===== src/rtl/fft4_pkg.sv =====
// Shared constants and helpers for the 4-point streaming FFT: growth bits, saturation
// and complex pack/unpack on {re, im} words of configurable component width.
package fft4_pkg;

  localparam int GROWTH = 2;

  typedef enum logic {
    MODE_FWD = 1'b0,
    MODE_INV = 1'b1
  } fft_mode_e;

  function automatic logic signed [31:0] sat_dw(input logic signed [31:0] v, input int unsigned dw);
    logic signed [31:0] hi;
    logic signed [31:0] lo;
    hi = (32'sd1 <<< (dw - 32'd1)) - 32'sd1;
    lo = -hi - 32'sd1;
    if (v > hi) begin
      return hi;
    end else if (v < lo) begin
      return lo;
    end else begin
      return v;
    end
  endfunction

  // Sign-extend a dw-bit field sitting in the low bits of v
  function automatic logic signed [31:0] sext_dw(input logic [31:0] v, input int unsigned dw);
    return $signed(v << (32'd32 - dw)) >>> (32'd32 - dw);
  endfunction

  function automatic logic signed [31:0] cplx_re(input logic [63:0] d, input int unsigned dw);
    logic [63:0] sh;
    sh = d >> dw;
    return sext_dw(sh[31:0], dw);
  endfunction

  function automatic logic signed [31:0] cplx_im(input logic [63:0] d, input int unsigned dw);
    return sext_dw(d[31:0], dw);
  endfunction

  function automatic logic [63:0] cplx_pack(input logic signed [31:0] re, input logic signed [31:0] im,
                                            input int unsigned dw);
    logic [63:0] m;
    m = (64'd1 << dw) - 64'd1;
    return (({32'd0, re} & m) << dw) | ({32'd0, im} & m);
  endfunction

endpackage


===== src/rtl/fft4_bfly.sv =====
// Combinational 4-point radix-4 kernel: forward/inverse, per-frame right shift, saturation.
module fft4_bfly
  import fft4_pkg::*;
#(
  parameter int DW = 16
) (
  input  logic [3:0][2*DW-1:0] i_x,
  input  fft_mode_e            i_mode,
  input  logic [1:0]           i_scale,
  output logic [3:0][2*DW-1:0] o_y
);

  // 32-bit intermediates hold the DW+GROWTH result exactly for any DW up to 29
  logic signed [31:0] w_re [4];
  logic signed [31:0] w_im [4];
  logic signed [31:0] w_xr [4];
  logic signed [31:0] w_xi [4];
  logic signed [31:0] w_t0r, w_t0i, w_t1r, w_t1i;
  logic [63:0]        w_pk [4];

  // Butterfly arithmetic followed by scaling and saturation of every component
  always_comb begin
    for (int n = 0; n < 4; n++) begin
      w_re[n] = cplx_re(64'(i_x[n]), DW);
      w_im[n] = cplx_im(64'(i_x[n]), DW);
    end
    w_t0r = w_re[0] - w_re[2];
    w_t0i = w_im[0] - w_im[2];
    w_t1r = w_re[1] - w_re[3];
    w_t1i = w_im[1] - w_im[3];
    w_xr[0] = w_re[0] + w_re[1] + w_re[2] + w_re[3];
    w_xi[0] = w_im[0] + w_im[1] + w_im[2] + w_im[3];
    w_xr[2] = (w_re[0] + w_re[2]) - (w_re[1] + w_re[3]);
    w_xi[2] = (w_im[0] + w_im[2]) - (w_im[1] + w_im[3]);
    if (i_mode == MODE_INV) begin
      w_xr[1] = w_t0r - w_t1i;
      w_xi[1] = w_t0i + w_t1r;
      w_xr[3] = w_t0r + w_t1i;
      w_xi[3] = w_t0i - w_t1r;
    end else begin
      w_xr[1] = w_t0r + w_t1i;
      w_xi[1] = w_t0i - w_t1r;
      w_xr[3] = w_t0r - w_t1i;
      w_xi[3] = w_t0i + w_t1r;
    end
    for (int k = 0; k < 4; k++) begin
      w_pk[k] = cplx_pack(sat_dw(w_xr[k] >>> i_scale, DW), sat_dw(w_xi[k] >>> i_scale, DW), DW);
      o_y[k]  = w_pk[k][2*DW-1:0];
    end
  end

endmodule


===== src/rtl/fft4_stream_cfg.sv =====
// AXI-Stream 4-point FFT/IFFT with ping-pong input/output frame buffers, per-frame
// config latched on beat 0, and tlast framing checks with a saturating error counter.
module fft4_stream_cfg
  import fft4_pkg::*;
#(
  parameter int DW     = 16,
  parameter int ERR_CW = 8
) (
  input  logic              clk,
  input  logic              rst,
  input  logic [2*DW-1:0]   s_axis_tdata,
  input  logic              s_axis_tvalid,
  output logic              s_axis_tready,
  input  logic              s_axis_tlast,
  output logic [2*DW-1:0]   m_axis_tdata,
  output logic              m_axis_tvalid,
  input  logic              m_axis_tready,
  output logic              m_axis_tlast,
  input  logic              cfg_inverse,
  input  logic [1:0]        cfg_scale,
  output logic              frame_err,
  output logic [ERR_CW-1:0] err_count
);

  logic [3:0][2*DW-1:0] r_in_buf;
  logic [1:0]           r_in_idx;
  logic                 r_in_full;
  fft_mode_e            r_mode;
  logic [1:0]           r_scale;
  logic [3:0][2*DW-1:0] r_out_buf;
  logic [1:0]           r_out_idx;
  logic                 r_out_busy;
  logic                 r_frame_err;
  logic [ERR_CW-1:0]    r_err_count;

  logic                 w_m_valid, w_m_hs, w_load, w_s_ready, w_in_hs, w_tlast_bad;
  logic [3:0][2*DW-1:0] w_kern;

  assign w_m_valid   = r_out_busy & ~rst;
  assign w_m_hs      = w_m_valid & m_axis_tready;
  // Next frame may enter the output buffer in the same cycle the last beat leaves it
  assign w_load      = r_in_full & (~r_out_busy | (w_m_hs & (r_out_idx == 2'd3)));
  assign w_s_ready   = ~rst & (~r_in_full | w_load);
  assign w_in_hs     = s_axis_tvalid & w_s_ready;
  assign w_tlast_bad = s_axis_tlast ^ (r_in_idx == 2'd3);

  fft4_bfly #(.DW(DW)) u_bfly (
    .i_x     (r_in_buf),
    .i_mode  (r_mode),
    .i_scale (r_scale),
    .o_y     (w_kern)
  );

  // Input side: beat counter, frame buffer and per-frame configuration
  always_ff @(posedge clk) begin
    if (rst) begin
      r_in_idx  <= 2'd0;
      r_in_full <= 1'b0;
      r_mode    <= MODE_FWD;
      r_scale   <= 2'd0;
    end else begin
      if (w_in_hs) begin
        r_in_buf[r_in_idx] <= s_axis_tdata;
        r_in_idx           <= r_in_idx + 2'd1;
        if (r_in_idx == 2'd0) begin
          r_mode  <= fft_mode_e'(cfg_inverse);
          r_scale <= cfg_scale;
        end
      end
      if (w_in_hs && (r_in_idx == 2'd3)) begin
        r_in_full <= 1'b1;
      end else if (w_load) begin
        r_in_full <= 1'b0;
      end
    end
  end

  // Output side: registered kernel result drained in natural order
  always_ff @(posedge clk) begin
    if (rst) begin
      r_out_idx  <= 2'd0;
      r_out_busy <= 1'b0;
    end else if (w_load) begin
      r_out_buf  <= w_kern;
      r_out_idx  <= 2'd0;
      r_out_busy <= 1'b1;
    end else if (w_m_hs) begin
      r_out_idx <= r_out_idx + 2'd1;
      if (r_out_idx == 2'd3) begin
        r_out_busy <= 1'b0;
      end
    end
  end

  // Framing check: one-cycle pulse and saturating mismatch count
  always_ff @(posedge clk) begin
    if (rst) begin
      r_frame_err <= 1'b0;
      r_err_count <= '0;
    end else begin
      r_frame_err <= w_in_hs & w_tlast_bad;
      if (w_in_hs && w_tlast_bad && (r_err_count != {ERR_CW{1'b1}})) begin
        r_err_count <= r_err_count + ERR_CW'(1);
      end
    end
  end

  assign s_axis_tready = w_s_ready;
  assign m_axis_tvalid = w_m_valid;
  assign m_axis_tlast  = w_m_valid & (r_out_idx == 2'd3);
  assign m_axis_tdata  = rst ? '0 : r_out_buf[r_out_idx];
  assign frame_err     = r_frame_err & ~rst;
  assign err_count     = rst ? '0 : r_err_count;

endmodule


===== config.mk =====
export PLATFORM = sky130hd
export DESIGN_NAME = fft4_stream_cfg
export DESIGN_NICKNAME = d
export VERILOG_FILES = /design/src/rtl/fft4_pkg.sv /design/src/rtl/fft4_bfly.sv /design/src/rtl/fft4_stream_cfg.sv
export SDC_FILE = /design/constraint.sdc
export NUM_CORES = 1
export LEC_CHECK = 0
export ABC_AREA = 1
export CORE_AREA = 2 2 241 243
export CTS_BUF_LIST = sky130_fd_sc_hd__clkbuf_8
export CTS_CLUSTER_SIZE = 16
export DETAILED_ROUTE_END_ITERATION = 6
export DIE_AREA = 0 0 243 245
export PLACE_DENSITY = 0.71
export SETUP_SLACK_MARGIN = 0.3
export SYNTH_ARGS = -nofsm -noshare
export SYNTH_HDL_FRONTEND = slang
export SYNTH_SLANG_ARGS = --single-unit

===== constraint.sdc =====
create_clock -name clk -period 18 [get_ports clk]
set_input_delay 1.8 -clock clk [delete_from_list [all_inputs] [get_ports clk]]
set_output_delay 1.8 -clock clk [all_outputs]
set_load 0.01 [all_outputs]

==> results of run 1 <==
## cell type report
| type | instances | area, sq um |
|---|---|---|
| Tap cell | 765 | 957.2 |
| Fill cell | 5604 | 24480 |
| Multi-Input combinational cell | 3405 | 19950 |
| Clock buffer | 47 | 646.9 |
| Clock inverter | 34 | 190.2 |
| Inverter | 478 | 1799 |
| Timing Repair Buffer | 100 | 953.4 |
| Sequential cell | 274 | 8058 |
| Antenna cell | 1 | 2.502 |
## tightest hold or removal path: cells and delay by family, from the launching register on
family / cells / cell delay [ns]
flip-flops: 1 / 0.31
buffers and inverters: 1 / 0.08
AO/OA/AOI/OAI: 1 / 0.06
## through the flow
stage	setup slack, ns	power [mW]	area (sq um)	std cells
after detailed placement	12.25	1.898	31720	5022
after CTS	12.24	2.426	32550	5103
final	12.22	2.440	32560	5104
after floorplan	9.835	1.615	30560	4327
after global placement	12.31	1.888	31720	5022
after global routing	11.96	2.619	32560	5104
## per-layer routing
metal  track usage [%]  wire, um  up-vias
li1                  -         -    14345
met1             44.90     43310    13012
met2             44.02     36940      967
met3             5.390      7313      124
met4             7.994      2491        0
met5                 0         0        -
## cell families (layout without fill, tap and decap cells)
group | after synthesis | after routing | synth area share (%)
compound gates | 809 | 809 | 14.44
xor+xnor | 231 | 231 | 6.621
fa+ha+maj | 358 | 358 | 15.89
buf+inv | 648 | 659 | 8.488
flops | 274 | 274 | 26.33
mux | 33 | 33 | 1.081
other cells | 0 | 1 | 0
simple gates | 1974 | 1974 | 27.15
## layout by cell type (no fill, tap or decap), drive strengths merged, types with 15 or more instances in the layout
master,n
xor2,206
fa,50
nand2,1097
edfxtp,256
xnor2,25
nand3,418
nor2,343
nor3,47
nand4,29
or2,15
dfxtp,18
o21ai,331
mux2i,33
clkdlybuf4s50,82
clkbuf,47
inv,497
a21o,26
ha,308
a21oi,348
o21bai,31
buf,18
a31oi,16
## flip-flops by register name (all words and copies together), names as in the netlist
signal and flops:
r_err_count 8, r_out_buf 128, r_scale 2, r_frame_err 1, r_out_idx 2, r_in_idx 2
r_out_busy 1, r_in_full 1, r_mode 1, r_in_buf 128
## power by group
group / internal [mW] / leakage (nW) / total (mW) / switching (mW)
Sequential: 0.736 / 2.45 / 0.750 / 0.0140
Clock: 0.259 / 0.498 / 0.523 / 0.264
Combinational: 0.373 / 12.5 / 1.17 / 0.793
## worst paths after layout
check / start / endpoint / slack (ns) / depth (start not counted)
hold reg to reg: r_err_count[4]$_SDFFE_PP0P_ / r_err_count[4]$_SDFFE_PP0P_ / 0.49 / 2
hold / removal: r_err_count[4]$_SDFFE_PP0P_ / r_err_count[4]$_SDFFE_PP0P_ / 0.49 / 2
setup / recovery: rst / s_axis_tready / 12.22 / 7
setup reg to reg: r_in_buf[17]$_DFFE_PP_ / r_out_buf[22]$_SDFFCE_PN1P_ / 12.50 / 28
## synthesized netlist by cell type (10+ instances only)
cell and number:
nor4_1 10, a31oi_1 16, buf_6 11, nand3_2 13
buf_1 33, nand2_1 1080, xnor2_1 25, or2_2 14
mux2i_1 33, nor2_1 338, dfxtp_1 18, nand4_1 29
edfxtp_1 256, inv_1 468, nor3_1 47, clkbuf_1 87
ha_1 308, nand3_1 405, o21bai_1 31, a21o_1 26
xor2_1 206, fa_1 50, o211ai_1 13, a21oi_1 342
o21ai_0 323, nand2_2 17, buf_4 12, buf_2 25
==> results.sh, run 1 <==
export IMPL_hp_class="reg2reg"
export IMPL_die_y_um=245
export IMPL_synthToLayoutAreaGrowth_pct=6.531
export IMPL_fp_row_count=88
export IMPL_cts_buffers=46
export IMPL_cts_sinks=274
export IMPL_cap_violations=0
export IMPL_totalWireLength_mm=90.05
export IMPL_rsz0062_at_grt="no"
export IMPL_start_kind="input port"
export IMPL_dr_first_iter_drc_count=2623
export IMPL_initial_core_util_pct=53.58
export IMPL_critPathMaxFanout=47
export IMPL_final_core_util_pct=57.08
export IMPL_yosysTopAreaCell="edfxtp_1"
export IMPL_async_flop_share_pct=0
export IMPL_hpwl_mm=73.40
export IMPL_syn_cell_area_sq_um=30560
export IMPL_clk_pin_slew_worst_paths_ns=0.06
export IMPL_yosysWarnings=0
export IMPL_fin_crit_ns=5.781
export IMPL_cts_tree="built"
export IMPL_vias=28448
export IMPL_max_stage_delay_ns=0.70
export IMPL_grt_pass1_vias=26110
export IMPL_cts_root_buf="clkbuf_8"
export IMPL_worstSetupPathType="in2out"
export IMPL_finalSetupViolations=0
export IMPL_gp_congestion=0.9517
export IMPL_synth_cells=4327
export IMPL_die_area_sq_um=59540
export IMPL_status="finished, final reports clean"
export IMPL_max_slew_margin_rel_pct=27.19
export IMPL_fin_setup_tns_ns=0
export IMPL_synth_top_cell_area_share_pct=25.16
export IMPL_post_synth_num_cell_types=55
export IMPL_seq_area_frac_synth_pct=26.33
export IMPL_tightestPinTransition_ns=1.091
export IMPL_post_route_period_util_pct=32.11
export IMPL_clk_latency_ns=0.66
export IMPL_antenna_found_initial=1
export IMPL_die_x_um=243
export IMPL_nNetsFinal=4703
export IMPL_drc=0
export IMPL_grt_max_degree=78
export IMPL_grt_pass1_wl_mm=141.7
export IMPL_hold_viol=0
export IMPL_synthTopCellsByArea="edfxtp_1 25%, nand2_1 13%, ha_1 13%, nand3_1 6.6%, xor2_1 5.9%"
export IMPL_holdWs_ns=0.4913
export IMPL_p_per_area_nw_per_um2=74.94
export IMPL_io_buffers=83
export IMPL_drtPass1Iterations=7
export IMPL_fmax_ghz=0.1730
export IMPL_ir_drop_uv=44.03
export IMPL_h_tree_depth=2
export IMPL_end_kind="output pin"
export IMPL_clock_skew_ns=0.04511
export IMPL_detail_route_antenna_nets=0
export IMPL_wl_per_cell_um=17.64
export IMPL_clockBufferDepth=3
export IMPL_cts_hold_buf=0
export IMPL_io_pins=84
export IMPL_synthFlopType="edfxtp_1"
export IMPL_grt_usage_pct=29.93
export IMPL_post_cts_resized=0
export IMPL_synth_edff_count=256
export IMPL_cp_arrival_ns=3.98
export IMPL_ys_ff_latch=274
export IMPL_critPathRequiredTime_ns=16.20
export IMPL_syn_num_nets=4725
export IMPL_core_area_sq_um=57030
export IMPL_crit_family="buffers and inverters"
export IMPL_postCtsSetupRepairBufs=0
export IMPL_grt_ovfl_total=0
export IMPL_avgViaCountPerCell=5.574
export IMPL_crit_buf_inv=4
export IMPL_cp_slowest_cell="buf_2"
export IMPL_path_cells="buf_2 -> inv_1 -> a31oi_1 -> nand2_1 -> nand2_1 -> inv_1 -> clkdlybuf4s50_1"
export IMPL_postSynthAreaPerCell_sq_um=7.062
export IMPL_slew_viol_final=0
export IMPL_leakagePower_nw=15.41
export IMPL_drive_gt1_share_pct=3.481
Power figures use the tool's default switching activity.
==> inputs of run 2 (changes only) <==
--- a/config.mk
+++ b/config.mk
@@ -11,7 +11,7 @@
 export CTS_CLUSTER_SIZE = 16
 export DETAILED_ROUTE_END_ITERATION = 6
 export DIE_AREA = 0 0 243 245
-export PLACE_DENSITY = 0.71
+export PLACE_DENSITY = 0.74
 export SETUP_SLACK_MARGIN = 0.3
 export SYNTH_ARGS = -nofsm -noshare
 export SYNTH_HDL_FRONTEND = slang
==> constraint.sdc (replaced) <==
create_clock -name clk -period 5.3 [get_ports clk]
set_input_delay 0.53 -clock clk [delete_from_list [all_inputs] [get_ports clk]]
set_output_delay 0.53 -clock clk [all_outputs]
set_load 0.01 [all_outputs]
==> results.sh, run 2 (synthesis gave the netlist of run 1 again) <==
export IMPL_finalSetupViolations=0
export IMPL_drtPass1Iterations=6
export IMPL_fin_setup_tns_ns=0
export IMPL_grt_ovfl_total=0
export IMPL_max_slew_margin_rel_pct=37.14
export IMPL_r2r_slack_ns=0.37
export IMPL_final_area_sq_um=34720
export IMPL_cap_violations=0
export IMPL_grt_usage_pct=30.70
export IMPL_final_cell_mix="1053 x nand2_1, 472 x inv_1, 385 x nand3_1"
export IMPL_nNetsFinal=4787
export IMPL_hp_class="in2reg"
export IMPL_hold_path_depth=4
export IMPL_worstReg2RegEnd="r_out_buf[9]$_SDFFCE_PN1P_"
export IMPL_crit_top_cell="nand2_1"
export IMPL_avgViaCountPerCell=5.675
export IMPL_hp_start="rst"
export IMPL_io_buffers=83
export IMPL_switching_share_pct=42.56
export IMPL_h_tree_depth=2
export IMPL_cts_root_buf="clkbuf_8"
export IMPL_p_per_area_nw_per_um2=256.6
export IMPL_die_y_um=245
export IMPL_slew_viol_final=0
export IMPL_power_frac_comb_pct=48.0
export IMPL_crit_buf_inv=0
export IMPL_start_kind="flop"
export IMPL_holdWs_ns=0.3727
export IMPL_core_area_sq_um=57030
export IMPL_p_clk_share_pct=23.7
export IMPL_grt_pass1_vias=26660
export IMPL_cts_buffers=49
export IMPL_initial_core_util_pct=53.58
export IMPL_reg2reg_from="r_in_buf[34]$_DFFE_PP_"
export IMPL_detail_route_antenna_nets=0
export IMPL_clk_pin_slew_worst_paths_ns=0.06
export IMPL_wl_per_cell_um=18.34
export IMPL_ir_drop_uv=160.1
export IMPL_grt_pass1_wl_mm=145.3
export IMPL_rsz0062_at_grt="no"
export IMPL_reg2reg_depth=23
export IMPL_cts_tree="built"
export IMPL_p_int_mw=5.118
export IMPL_power_total_mw=8.910
export IMPL_worstSetupPathType="reg2reg"
export IMPL_io_pins=84
export IMPL_grt_max_degree=128
export IMPL_status="finished, final reports clean"
export IMPL_crit_family="simple AND/OR/NAND/NOR gates"
export IMPL_hold_viol=0
export IMPL_critPathMaxFanout=8
export IMPL_die_x_um=243
export IMPL_dp_cells=5054
export IMPL_final_common_cell="nand2_1"
export IMPL_dr_first_iter_drc_count=2995
export IMPL_cts_sinks=274
export IMPL_critPathRequiredTime_ns=5.69
export IMPL_drc=0
export IMPL_fin_cells=5189
export IMPL_fp_row_count=88
export IMPL_max_stage_delay_ns=0.52
export IMPL_fin_crit_ns=4.932
export IMPL_antenna_found_initial=1
export IMPL_totalWireLength_mm=95.18
export IMPL_p_switching_mw=3.792
export IMPL_cp_arrival_ns=5.32
export IMPL_p_seq_share_pct=28.4
export IMPL_place_area_sq_um=31990
export IMPL_drive_gt1_share_pct=10.49
export IMPL_min_to="r_err_count[5]$_SDFFE_PP0P_"
export IMPL_gp_congestion=0.9742
export IMPL_tightestPinTransition_ns=0.9406
export IMPL_end_kind="flop"
export IMPL_clockBufferDepth=3
export IMPL_cp_slowest_cell="fa_2"
export IMPL_path_cells="fa_2 -> ha_1 -> nand3_1 -> nand2_1 -> nand2_1 -> o211ai_1 -> nand2_1 -> a21oi_2 -> a31oi_2 -> xor2_1 -> ha_1 -> a21oi_1 -> o21ai_0 -> a21oi_1 -> nand2_1 -> nand2_1 -> nand3_1 -> nand3_2 -> nand2_2 -> nor3_1 -> nand2_1 -> nand2_4 -> nand2_1"
export IMPL_post_route_period_util_pct=93.05
export IMPL_die_area_sq_um=59540
export IMPL_clk_latency_ns=0.65
export IMPL_hpwl_mm=74.74
export IMPL_leakagePower_nw=16.02
export IMPL_fmax_ghz=0.2028
export IMPL_vias=29450
export IMPL_top_regs="r_in_buf x128, r_out_buf x128, r_err_count x8"
export IMPL_synthToLayoutAreaGrowth_pct=13.62
export IMPL_clock_skew_ns=0.04338
run 2: cell types whose count changed in the layout (fill, tap and decap cells not counted), moves of 23 or more:
cell / previous run / this run
buf_4: 17 / 89
a21oi_1: 342 / 318
o21ai_0: 323 / 299
nand2_1: 1080 / 1053
ha_1: 308 / 255
ha_4: 0 / 31
xor2_1: 206 / 183
run 2: power groups by stage:
stage	sequential [mW]	combinational [mW]	clock, mW
floorplan	2.57	2.92	0
global placement	2.57	3.85	0
detailed placement	2.57	3.87	0
CTS	2.53	3.91	2.14
global route	2.53	4.76	2.23
finish	2.53	4.28	2.11
run 2: repair_timing:
| action | CTS | global route |
|---|---|---|
| gates cloned | 1 | 4 |
| pin swaps | 1 | 67 |
| endpoints found under the hold margin | 0 | 0 |
| resized for setup | 11 | 286 |
| hold buffers | 0 | 0 |
| setup endpoints to repair | 71 | 120 |
| buffers inserted | 6 | 38 |
run 2: area by class of cell:
type	count	area, sq um
antenna	1	2.502
clock buffer	50	688.2
clock inverter	35	314.1
fill	5410	22310
inverter	478	1807
multi-input combinational	3410	21320
sequential	274	8058
tap	765	957.2
timing repair buffer	176	1574
run 2: routing by layer:
layer	part of all wire, %	global-route usage [%]	wire length (um)	up-vias
met4	2.4	8.409	2248	0
met5	0	0	0	-
met1	47	45.58	44340	13649
met2	43	46.08	40840	1159
li1	-	-	-	14511
met3	8.1	4.920	7755	131
run 2: stage by stage:
stage	utilization (%)	setup WS [ns]
after CTS	58.02	0.3043
after floorplan	-	0.5734
after detailed placement	56.09	0.1178
after global routing	60.88	0.1135
final	60.88	0.3684
after global placement	56.09	0.2611
run 2: how the worst max path moves through the flow:
| stage | from | endpoint | cells past startpoint |
|---|---|---|---|
| 6_report | r_in_buf[34]$_DFFE_PP_ | r_out_buf[9]$_SDFFCE_PN1P_ | 23 |
| 2_1_floorplan | rst | r_out_buf[0]$_SDFFCE_PN1P_ | 3 |
| 4_1_cts | r_in_buf[0]$_DFFE_PP_ | r_out_buf[75]$_SDFFCE_PN1P_ | 24 |
| 3_3_place_gp | r_in_buf[17]$_DFFE_PP_ | r_out_buf[29]$_SDFFCE_PN1P_ | 28 |
| 5_1_grt | r_in_buf[3]$_DFFE_PP_ | r_out_buf[7]$_SDFFCE_PN1P_ | 23 |
| 3_5_place_dp | r_in_buf[17]$_DFFE_PP_ | r_out_buf[27]$_SDFFCE_PN1P_ | 28 |
run 2: worst min-delay path: stages:
cell and delay, ns:
buf_2 0.08, inv_1 0.19, nand2_1 0.13, a21oi_1 0.03
